==> src/rtl/lfsr_pkg.sv <==
// Shared types for the LFSR sequencer: opcode set, FSM states, instruction field widths.
package lfsr_pkg;
  localparam int INSTR_W  = 14;
  localparam int OPC_W    = 6;
  localparam int FUNCT_W  = 7;
  localparam int IMM_W    = 8;
  localparam int RUNCNT_W = 5;

  typedef enum logic [OPC_W-1:0] {
    CFG_TAP   = 6'h01,
    INIT_L    = 6'h02,
    RUN_L     = 6'h03,
    STORE     = 6'h04,
    LOAD      = 6'h05,
    INIT_ADDR = 6'h06,
    ADD_ADDR  = 6'h07,
    HALT      = 6'h3F
  } opcode_t;

  typedef enum logic [1:0] {
    ST_IDLE,
    ST_EXEC,
    ST_RUN,
    ST_HALT
  } state_t;
endpackage

==> src/rtl/lfsr_decode.sv <==
// Combinational instruction decode: opcode class, 8-bit immediate and a legality flag.
module lfsr_decode
  import lfsr_pkg::*;
(
  input  logic [INSTR_W-1:0] instr,
  output opcode_t            op,
  output logic [IMM_W-1:0]   imm8,
  output logic               legal
);
  always_comb begin
    imm8  = instr[IMM_W-1:0];
    op    = CFG_TAP;
    legal = 1'b1;
    case (instr[INSTR_W-1:IMM_W])
      CFG_TAP:   op = CFG_TAP;
      INIT_L:    op = INIT_L;
      RUN_L:     op = RUN_L;
      STORE:     op = STORE;
      LOAD:      op = LOAD;
      INIT_ADDR: op = INIT_ADDR;
      ADD_ADDR:  op = ADD_ADDR;
      HALT:      op = HALT;
      default:   legal = 1'b0;
    endcase
  end
endmodule

==> src/rtl/lfsr_seq_ctrl.sv <==
// Micro-sequencer that fetches 14-bit instructions and drives LFSR/data-memory strobes.
module lfsr_seq_ctrl
  import lfsr_pkg::*;
#(
  parameter int IMEM_AW = 8,
  parameter int DMEM_AW = 8
) (
  input  logic               clk,
  input  logic               rst_n,
  input  logic               start,
  output logic [IMEM_AW-1:0] imem_addr,
  input  logic [13:0]        imem_data,
  output logic [6:0]         tap,
  output logic               lfsr_load,
  output logic [7:0]         lfsr_seed,
  output logic               lfsr_step,
  output logic [DMEM_AW-1:0] dmem_addr,
  output logic               dmem_we,
  output logic               dmem_re,
  output logic               busy,
  output logic               halted,
  output logic               illegal,
  output logic [4:0]         run_count
);
  localparam logic [IMEM_AW-1:0] PC_ONE = 1;

  state_t                state_q, state_d;
  logic [IMEM_AW-1:0]    pc_q, pc_d;
  logic [FUNCT_W-1:0]    tap_q, tap_d;
  logic [DMEM_AW-1:0]    addr_q, addr_d;
  logic [IMM_W-1:0]      cnt_q, cnt_d;
  logic [RUNCNT_W-1:0]   runs_q, runs_d;
  logic                  illegal_q, illegal_d;

  opcode_t               op;
  logic [IMM_W-1:0]      imm8;
  logic                  legal;

  lfsr_decode u_decode (
    .instr (imem_data),
    .op    (op),
    .imm8  (imm8),
    .legal (legal)
  );

  always_ff @(posedge clk or negedge rst_n) begin
    if (!rst_n) begin
      state_q   <= ST_IDLE;
      pc_q      <= '0;
      tap_q     <= '0;
      addr_q    <= '0;
      cnt_q     <= '0;
      runs_q    <= '0;
      illegal_q <= 1'b0;
    end else begin
      state_q   <= state_d;
      pc_q      <= pc_d;
      tap_q     <= tap_d;
      addr_q    <= addr_d;
      cnt_q     <= cnt_d;
      runs_q    <= runs_d;
      illegal_q <= illegal_d;
    end
  end

  always_comb begin
    state_d   = state_q;
    pc_d      = pc_q;
    tap_d     = tap_q;
    addr_d    = addr_q;
    cnt_d     = cnt_q;
    runs_d    = runs_q;
    illegal_d = illegal_q;
    lfsr_load = 1'b0;
    lfsr_seed = '0;
    lfsr_step = 1'b0;
    dmem_we   = 1'b0;
    dmem_re   = 1'b0;

    case (state_q)
      ST_IDLE, ST_HALT: begin
        if (start) begin
          pc_d      = '0;
          state_d   = ST_EXEC;
          illegal_d = 1'b0;
        end
      end
      ST_EXEC: begin
        pc_d = pc_q + PC_ONE;
        if (!legal) begin
          illegal_d = 1'b1;
        end else begin
          case (op)
            CFG_TAP: if (!imm8[7]) tap_d = imm8[FUNCT_W-1:0];
            INIT_L: begin
              lfsr_load = 1'b1;
              lfsr_seed = imm8;
            end
            RUN_L: begin
              if (runs_q != 5'd31) runs_d = runs_q + 5'd1;
              lfsr_step = (imm8 != 8'd0);
              // The EXEC cycle supplies the first step; RUN supplies the remaining N-1.
              if (imm8 > 8'd1) begin
                cnt_d   = imm8 - 8'd1;
                state_d = ST_RUN;
                pc_d    = pc_q;
              end
            end
            STORE:     dmem_we = 1'b1;
            LOAD:      dmem_re = 1'b1;
            INIT_ADDR: addr_d  = DMEM_AW'(imm8);
            ADD_ADDR:  addr_d  = addr_q + DMEM_AW'(imm8);
            HALT: begin
              state_d = ST_HALT;
              pc_d    = pc_q;
            end
            default: ;
          endcase
        end
      end
      ST_RUN: begin
        lfsr_step = 1'b1;
        cnt_d     = cnt_q - 8'd1;
        if (cnt_q == 8'd1) begin
          state_d = ST_EXEC;
          pc_d    = pc_q + PC_ONE;
        end
      end
      default: state_d = ST_IDLE;
    endcase
  end

  assign imem_addr = pc_q;
  assign tap       = tap_q;
  assign dmem_addr = addr_q;
  assign run_count = runs_q;
  assign illegal   = illegal_q;
  assign busy      = (state_q == ST_EXEC) || (state_q == ST_RUN);
  assign halted    = (state_q == ST_HALT);
endmodule

==> config.mk <==
export PLATFORM = sky130hd
export DESIGN_NAME = lfsr_seq_ctrl
export DESIGN_NICKNAME = d
export VERILOG_FILES = /design/src/rtl/lfsr_pkg.sv /design/src/rtl/lfsr_decode.sv /design/src/rtl/lfsr_seq_ctrl.sv
export SDC_FILE = /design/constraint.sdc
export NUM_CORES = 1
export LEC_CHECK = 0
export ABC_AREA = 1
export CAP_MARGIN = 40
export CORE_MARGIN = 4
export CORE_UTILIZATION = 30
export DETAILED_ROUTE_END_ITERATION = 8
export GPL_TIMING_DRIVEN = 0
export PLACE_DENSITY = 0.56
export SYNTH_ARGS = -nofsm -noshare
export SYNTH_HDL_FRONTEND = slang
export SYNTH_SLANG_ARGS = --single-unit
==> constraint.sdc <==
create_clock -name clk -period 1.9 [get_ports clk]
set_clock_uncertainty 0.05 [all_clocks]
set_input_delay 0.38 -clock clk [delete_from_list [all_inputs] [get_ports clk]]
set_output_delay 0.38 -clock clk [all_outputs]
set_load 0.01 [all_outputs]
Yosys cells after proc, flatten, opt, wreduce, memory -nomap -nowiden:

Cells that the tools add are included.

* reduce and logical (&&, ||, !) cells: 15
* bitwise gates (word level): 1
* magnitude comparators: 1
* mux-type cells: 37
* eq/ne operators: 31
* add/subtract/negate cells: 5

Operators with widths (number)
* 8-bit two-way mux: 10
* 6-bit by 3-bit equality test with 1-bit output, second input constant: 8
* 8-bit one-hot mux with 2 select lines: 3
* 6-bit one-hot mux with 7 select lines: 1
* 6-bit by 2-bit equality test with 1-bit output, second input constant: 4
* 8-bit one-hot mux with 3 select lines: 1
* 4-bit AND reduction: 4
* 8-bit by 1-bit subtractor with 8-bit output, second input constant: 2
* 1-bit two-way mux: 14
* 6-bit by 1-bit equality test with 1-bit output, second input constant: 2
* 6-bit equality test, second input constant: 2
* 2-bit != test, second input constant: 5
* 8-bit by 1-bit adder with 8-bit output, second input constant: 1
* 8-bit adder: 1
* 8-bit by 1-bit equality test with 1-bit output, second input constant: 1
* 8-bit by 1-bit greater-than comparator with 1-bit output, second input constant: 1
* 2-bit two-way mux: 4
* 8-bit nonzero test: 1
* 8-bit OR reduction: 1
* 3-bit != test, second input constant: 2
* 2-bit one-hot mux with 3 select lines: 1
* 3-bit AND reduction: 2
* 2-bit nonzero test: 3
* 5-bit by 1-bit adder with 5-bit output, second input constant: 1
* other kinds (13): 15

* output and inout bits: 43
* register bits: 39

Depth between registers and ports, before layout:

Gate-level depths: netlist (run 1).

* depth after elaboration: 6
* mapped depth: 11

Modules after synthesis:

Synthesis (run 1) repeated with hierarchy kept, for this count alone.

* cell total of the unflattened synthesis: 436
* area, all modules: 2981.6 µm²

Modules (own cells, without submodules)
* lfsr_seq_ctrl: cells each 398, area each 2771.4 µm², instances 1, seq. area each 975.9 µm²
* lfsr_decode: cells each 38, area each 210.2 µm², instances 1, seq. area each 0.0 µm²

Worst setup path before layout (run 1):

Ideal clock, no wire load.

* kind: register -> register
* start: reg state_q[0]
* end: reg pc_q[2], in the netlist imem_addr[2]
* slack: 0.184 ns
* required time: 1.732 ns
* library setup time: 0.118 ns
* stages on the path, launching flop included: 12
* period minus slack after synthesis: 1.716 ns
* arrival time: 1.548 ns
* cells stage by stage: dfrtp_1 inv_1 ha_1 inv_2 nor2_1 inv_1 nand2_1 nor2_2 nand2_4 buf_8 nand2_1 o21ai_2

* word-level cells in the longest chain between the ends: 4
* elaborated cells between the ends (all ways): 11
* those cells by class: eq/ne (7); mux (1); reduce/logical (3)

Ends and longest elaborated chain
* start: declaration: RTL line lfsr_seq_ctrl.sv:27 `state_t state_q, state_d;`
* start signal: assignment: RTL line lfsr_seq_ctrl.sv:56 `state_q <= state_d;`
* 2-bit equality test or 2-bit logical NOT (tied branches): RTL line lfsr_seq_ctrl.sv:80 `case (state_q)`
* 2-bit OR reduction: RTL line lfsr_seq_ctrl.sv:80
* 2-bit != test (no line)
* 4-bit AND reduction (no line)
* end signal: assignment: RTL line lfsr_seq_ctrl.sv:57 `pc_q <= pc_d;`
* end: declaration: RTL line lfsr_seq_ctrl.sv:28 `logic [IMEM_AW-1:0] pc_q, pc_d;`

Parallel ways exist; a longest one is shown, timed or not.
A chain may end at the register's enable or synchronous reset.

Worst setup path after layout (run 1):

* start: reg state_q[1]
* end: out lfsr_step

* word-level cells in the longest chain between the ends: 2
* elaborated cells between the ends (all ways): 3
* those cells by class: eq/ne (2); mux (1)

Ends and longest elaborated chain
* 2-bit equality test or 2-bit by 1-bit equality test with 1-bit output (tied branches): RTL line lfsr_seq_ctrl.sv:80
* 1-bit one-hot mux with 2 select lines (*): RTL line lfsr_seq_ctrl.sv:80
* end: declaration: RTL line lfsr_seq_ctrl.sv:16 `output logic lfsr_step,`

Every way passes the cells marked *; elsewhere a longest branch is shown, timed or not.

==> results of run 1 <==
[critical path, cell delays in order, from the launching register on]
cell and delay, ps:
dfrtp_2 420, inv_2 70, ha_4 120, buf_6 120, inv_8 50, nor2_4 110, nand2_2 60, a21oi_2 120
buf_2 150
[worst max path at each step]
stage,slack (ps),depth (start not counted),start,endpoint
final,-30,8,state_q[1]$_DFFE_PN0P_,lfsr_step
after global routing,-120,8,state_q[1]$_DFFE_PN0P_,lfsr_step
after CTS,-210,9,imem_data[1],lfsr_step
after detailed placement,-1070,9,imem_data[0],lfsr_step
after global placement,-1070,9,imem_data[0],lfsr_step
after floorplan,180,11,state_q[0]$_DFFE_PN0P_,imem_addr[2]$_DFFE_PN0P_
[per-layer routing]
layer	track usage [%]	share of wire, %	up-vias	wire (microns)
li1	-	-	1465	-
met1	19.4	48	1300	3760
met2	23.3	46	67	3620
met3	2.79	5.1	11	401
met4	3.05	1.1	0	83
met5	0	0	-	0
[synthesized netlist by cell type, types with 7 or more instances]
library cell	instances
o21ai_1	7
o21ai_2	18
nand2_1	109
o21ai_0	14
nand3_1	42
nand4_1	8
xor2_1	7
inv_1	49
inv_2	7
ha_1	17
dfrtp_1	39
a21oi_1	9
nor2_1	30
[cells by family (layout without fill, tap and decap cells)]
group	after synthesis	in the layout
AND/OR/NAND/NOR	214	215
buffers and inverters	62	152
AO/OA/AOI/OAI	53	53
flip-flops	39	39
adder cells (fa/ha/maj)	18	18
XOR/XNOR	8	8
multiplexers	2	2
[cell type report]
type / count / area (sq um) / share of cell area (%)
buffer: 6 / 60.1 / 1.49
clock buffer: 7 / 76.3 / 1.89
clock inverter: 1 / 5.00 / 0.124
inverter: 56 / 230 / 5.70
multi-input combinational: 296 / 1800 / 44.6
sequential: 39 / 978 / 24.2
tap: 129 / 161 / 3.99
timing repair buffer: 82 / 726 / 18.0
[report_power, final]
group	internal (mW)	total [mW]	switching, mW	leakage, nW
clock	0.258	0.557	0.298	0.0422
sequential	1.09	1.31	0.224	0.511
combinational	1.31	2.78	1.47	1.40
[layout by cell type (no fill, tap or decap), types with 3 or more instances in the layout]
cell             Yosys  layout
clkbuf_8             0       5
nor2_2               5       7
inv_2                7      12
nand4_1              8       8
buf_4                1      19
nor2_4               2       7
a21oi_1              9       8
ha_1                17      14
o21ai_1              7       7
buf_2                1      11
or2_2                4       4
o21ai_0             14      14
nand2_4              2       4
buf_6                2       9
o211ai_1             3       3
nand2_1            109     104
clkbuf_1             1       3
nor2_1              30      23
xor2_1               7       7
inv_1               49      40
clkbuf_2             0       4
nand3_1             42      42
o21ai_2             18      18
clkdlybuf4s50_1      0      30
nand2_2              3       6
dlygate4sd2_1        0       7
dfrtp_1             39      37
[state kept, by name (all words and copies together), names as in the netlist]
register	flops
imem_addr	8
illegal	1
dmem_addr	8
cnt_q	8
run_count	5
state_q	2
tap	7
[timing repair]
item / in CTS / in global routing
buffers inserted: 11 / 9
endpoints found under the setup margin: 34 / 17
endpoints found under the hold margin: 15 / 0
cloned: 1 / 1
pin swaps: 9 / 11
resized for setup: 100 / 42
hold buffers: 1 / 0
[through the flow]
step | hold WS, ps | power (mW) | cells | cell area [sq um]
after floorplan | 34.4 | 2.80 | 396 | 2890
after global placement | 426 | 3.57 | 584 | 3640
after detailed placement | 290 | 3.60 | 585 | 3660
after CTS | 446 | 4.36 | 606 | 3860
after global routing | 389 | 5.08 | 616 | 4040
final | 388 | 4.65 | 616 | 4040
==> impl_metrics.tcl, run 1 <==
set metrics [dict create \
    rsz0062_at_grt "yes" \
    synthFlopType "dfrtp_1" \
    clk_path_buf_depth 2 \
    cts.sink_count 39 \
    synth_top_area_share_pct 33.7 \
    synthTopCellsByArea "dfrtp_1 34%, nand2_1 14%, ha_1 7.4%" \
    n_antenna_cell 0 \
    start_util_pct 31.0 \
    synthesis.nets 431 \
    post-route-util_pct 43.3 \
    finalCritPeriodShare_pct 102 \
    cp_data_required_time_ps 1470 \
    tns_ps -33.7 \
    startpoint_type "register" \
    ys_warn_count 0 \
    synth-simple-area-share_pct 33.7 \
    ys_types 35 \
    ys_seq_area_share_pct 33.7 \
    synth_edf_count 0 \
    hp-start "imem_data[1]" \
    wirelength_microns 7860 \
    finalSetupViolations 1 \
    drt_first_pass_iters 4 \
    syn-cell-area_sq_mm 0.00289 \
    arrival_ps 1500 \
    holdPathEnd "dmem_addr[1]$_DFFE_PN0P_" \
    slew_headroom_pct 71.4 \
    cap_violations 0 \
    hold_viol 0 \
    dp_hpwl_microns 5820 \
    rr_startpoint "state_q[1]$_DFFE_PN0P_" \
    fin_ws_ps -33.7 \
    htreeDepth 2 \
    dieArea_sq_mm 0.0113 \
    drive_above_1_share_pct 26.7 \
    rr_worst_depth 11 \
    drt-initial-drc-count 112 \
    whs_path_depth 3 \
    synth_seq_cells 39 \
    vias 2843 \
    crit_path_end_kind "output port" \
    die_h_microns 106 \
    numCtsBuffers 5 \
    yosys.area_share.adder_pct 8.04 \
    gp_congestion 0.856 \
    syn_to_final_growth_pct 39.7 \
    synth_area_per_cell_sq_um 7.30 \
    status "finished, violations left" \
    die_w_microns 106 \
    finalMaxSlewViolations 0 \
    ir_worst_vdd_mv 0.734 \
    failed_checks "negative setup slack" \
    worst-path-max-fanout 7 \
    synth-xor-area-share_pct 2.42 \
    clk_latency_ps 290 \
    synth_compound_area_share_pct 12.2 \
    synth_top_family_by_area "simple AND/OR/NAND/NOR gates" \
    track_usage_pct 14.2 \
    leakage_nw 1.96 \
    rrSetupSlack_ps 100 \
    synthMuxAreaShare_pct 0.779 \
    clkTransAtPathRegs_ps 80 \
    grt_pass1_vias 2796 \
    io_pins 60 \
    powerDensity_mw_per_mm2 1150 \
    num_rows 35 \
    final.fill_count 947 \
    wl_per_cell_microns 12.8 \
    drc_errors 0 \
    antenna_found_initial 0 \
    r2r-end "imem_addr[4]$_DFFE_PN0P_" \
    critPathKind "reg2out" \
    core_sq_mm 0.00933 \
    cts_tree "yes" \
    hp-class "in2reg" \
    syn_inst 396 \
    async_flop_share_pct 100 \
    yosysTopAreaCell "dfrtp_1" \
    port-buffer-count 59 \
    route.detailed.vias_per_inst 4.62 \
    antenna_left 0 \
    worstMarginPinSlew_ps 429 \
    max_freq_ghz 0.517 \
    grt_start_max_net_pins 25 \
    dp_slack_ps -1070 \
    fin_nets 521 \
    grt_first_pass_wirelength_microns 13300 \
    layout_min_cycle_time_ps 1930 \
    cts_root_buf "clkbuf_8" \
    overflow 0 \
]
No activity file was read; power rests on OpenSTA's default activity.
==> run 2: changes to the inputs <==
--- a/config.mk
+++ b/config.mk
@@ -8,10 +8,10 @@
 export ABC_AREA = 1
 export CAP_MARGIN = 40
 export CORE_MARGIN = 4
-export CORE_UTILIZATION = 30
+export CORE_UTILIZATION = 35
 export DETAILED_ROUTE_END_ITERATION = 8
 export GPL_TIMING_DRIVEN = 0
-export PLACE_DENSITY = 0.56
+export PLACE_DENSITY = 0.62
 export SYNTH_ARGS = -nofsm -noshare
 export SYNTH_HDL_FRONTEND = slang
 export SYNTH_SLANG_ARGS = --single-unit
==> run 2 against run 1 <==
Effect of this change: the run still ends with negative setup slack left; routed wire length down 4.7%; cell count is 4.9% lower; count of clock-buffer cells in the layout shrank 1; largest cell class unchanged.
==> impl_metrics.tcl, run 2 (same netlist as run 1, synthesis figures left out) <==
set metrics [dict create \
    critPathKind "reg2out" \
    num_rows 32 \
    start_util_pct 36.7 \
    core_sq_mm 0.00789 \
    switching_share_pct 42.2 \
    drt-initial-drc-count 93 \
    cp_cell_sequence "ha_2, buf_6, inv_6, nor2_4, nand2_2, a21oi_2, buf_2" \
    finalSetupViolations 9 \
    finalCritPeriodShare_pct 103 \
    clk_latency_ps 300 \
    startpoint_type "register" \
    internal_power_mw 2.57 \
    htreeDepth 2 \
    wl_per_cell_microns 12.8 \
    die_w_microns 98.9 \
    port-buffer-count 59 \
    wirelength_microns 7490 \
    cts_root_buf "clkbuf_8" \
    final_cell_mix "106 x nand2_1, 42 x nand3_1, 41 x inv_1, 39 x dfrtp_1, 30 x clkdlybuf4s50_1" \
    ir_worst_vdd_mv 0.429 \
    worstMarginPinSlew_ps 420 \
    rsz0062_at_grt "yes" \
    numCtsBuffers 5 \
    failed_checks "negative setup slack" \
    fin_ws_ps -52.0 \
    crit_family "flip-flops" \
    grt_pass1_vias 2727 \
    arrival_ps 1520 \
    placed_cells 558 \
    worst_hold_slack_ps 403 \
    crit_buf_inv 3 \
    hold_viol 0 \
    post-route-util_pct 49.4 \
    power_mw 4.45 \
    dp_hpwl_microns 5530 \
    powerDensity_mw_per_mm2 1140 \
    status "finished, violations left" \
    drc_errors 0 \
    dieArea_sq_mm 0.00978 \
    overflow 0 \
    finalMaxSlewViolations 0 \
    antenna_left 0 \
    layout_min_cycle_time_ps 1950 \
    io_pins 60 \
    n_antenna_cell 0 \
    cts.sink_count 39 \
    slowest_stage "dfrtp_1" \
    power_frac_comb_pct 54.5 \
    hp-class "in2reg" \
    leakage_nw 1.93 \
    crit_path_end_kind "output port" \
    die_h_microns 98.9 \
    grt_start_max_net_pins 26 \
    dp_slack_ps -1060 \
    clkTransAtPathRegs_ps 70 \
    cap_violations 0 \
    fin_nets 518 \
    vias 2812 \
    route.detailed.vias_per_inst 4.80 \
    p_switching_mw 1.88 \
    max_freq_ghz 0.512 \
    final_common_cell "nand2_1" \
    syn_to_final_growth_pct 34.8 \
    track_usage_pct 16.0 \
    worst-path-max-fanout 7 \
    max_stage_delay_ps 410 \
    drive_above_1_share_pct 24.4 \
    clk_path_buf_depth 2 \
    fin_cells 586 \
    drt_first_pass_iters 7 \
    clockPowerShare_pct 16.4 \
    gp_congestion 0.811 \
    antenna_found_initial 0 \
    cp_data_required_time_ps 1470 \
    grt_first_pass_wirelength_microns 13000 \
    power.share.sequential_pct 29.1 \
    cts_tree "yes" \
    slew_headroom_pct 72.0 \
]
[run 2: path summary, 6_finish.rpt]
kind | start | endpoint | slack (ps) | cells after the start
hold reg to reg | tap[1]$_DFFE_PN0P_ | tap[1]$_DFFE_PN0P_ | 440 | 2
setup / recovery | state_q[0]$_DFFE_PN0P_ | lfsr_step | -50 | 7
min in group asynchronous | rst_n | dmem_addr[3]$_DFFE_PN0P_ | 480 | 2
setup reg to reg | state_q[1]$_DFFE_PN0P_ | imem_addr[2]$_DFFE_PN0P_ | 150 | 11
hold / removal | imem_data[0] | tap[0]$_DFFE_PN0P_ | 400 | 3
max in group asynchronous | rst_n | run_count[2]$_DFFE_PN0P_ | 850 | 3
[run 2: metrics by stage]
stage | TNS (ps) | cell area, sq um
2_1_floorplan | 0 | 2890
3_3_place_gp | -48880 | 3610
3_5_place_dp | -19240 | 3630
4_1_cts | -57.4 | 3870
5_1_grt | -1250 | 3900
6_report | -203 | 3900
[run 2: cell type report]
cell class / count / area, sq um
Tap cell: 102 / 128
Sequential cell: 39 / 976
Clock inverter: 2 / 35.0
Clock buffer: 6 / 82.6
Timing Repair Buffer: 79 / 661
Multi-Input combinational cell: 296 / 1740
Inverter: 56 / 220
Fill cell: 758 / 3990
Buffer: 6 / 60.1
[run 2: power groups by stage]
| stage | clock (mW) | combinational, mW | sequential (mW) |
|---|---|---|---|
| detailed placement | 0 | 2.27 | 1.31 |
| global route | 0.787 | 2.74 | 1.34 |
| finish | 0.730 | 2.43 | 1.30 |
| floorplan | 0 | 1.46 | 1.34 |
| global placement | 0 | 2.24 | 1.30 |
| CTS | 0.750 | 2.41 | 1.29 |
[run 2: worst register-to-register path, cell delays in order (launching register included)]
cell,delay (ps)
dfrtp_1,380
buf_4,150
ha_4,240
inv_6,90
nor2_1,60
inv_2,70
nand2_1,60
nor2_2,150
nand2_4,100
buf_8,160
nand2_1,70
o21ai_2,50
[run 2: what timing repair did]
item | 4_1_cts | 5_1_grt
endpoints found under the setup margin | 33 | 16
cloned | 1 | 0
buffers inserted | 16 | 2
hold endpoints to repair | 14 | 0
resized for setup | 108 | 11
hold buffers | 1 | 0
pin swaps | 6 | 4
[run 2: layer usage]
| layer | global-route usage (%) | share of wire, % | vias up |
|---|---|---|---|
| met5 | 0 | 0 | - |
| met4 | 4.10 | 0.99 | 0 |
| met3 | 3.47 | 5.0 | 6 |
| met2 | 26.8 | 49 | 53 |
| met1 | 20.8 | 45 | 1293 |
| li1 | - | - | 1460 |
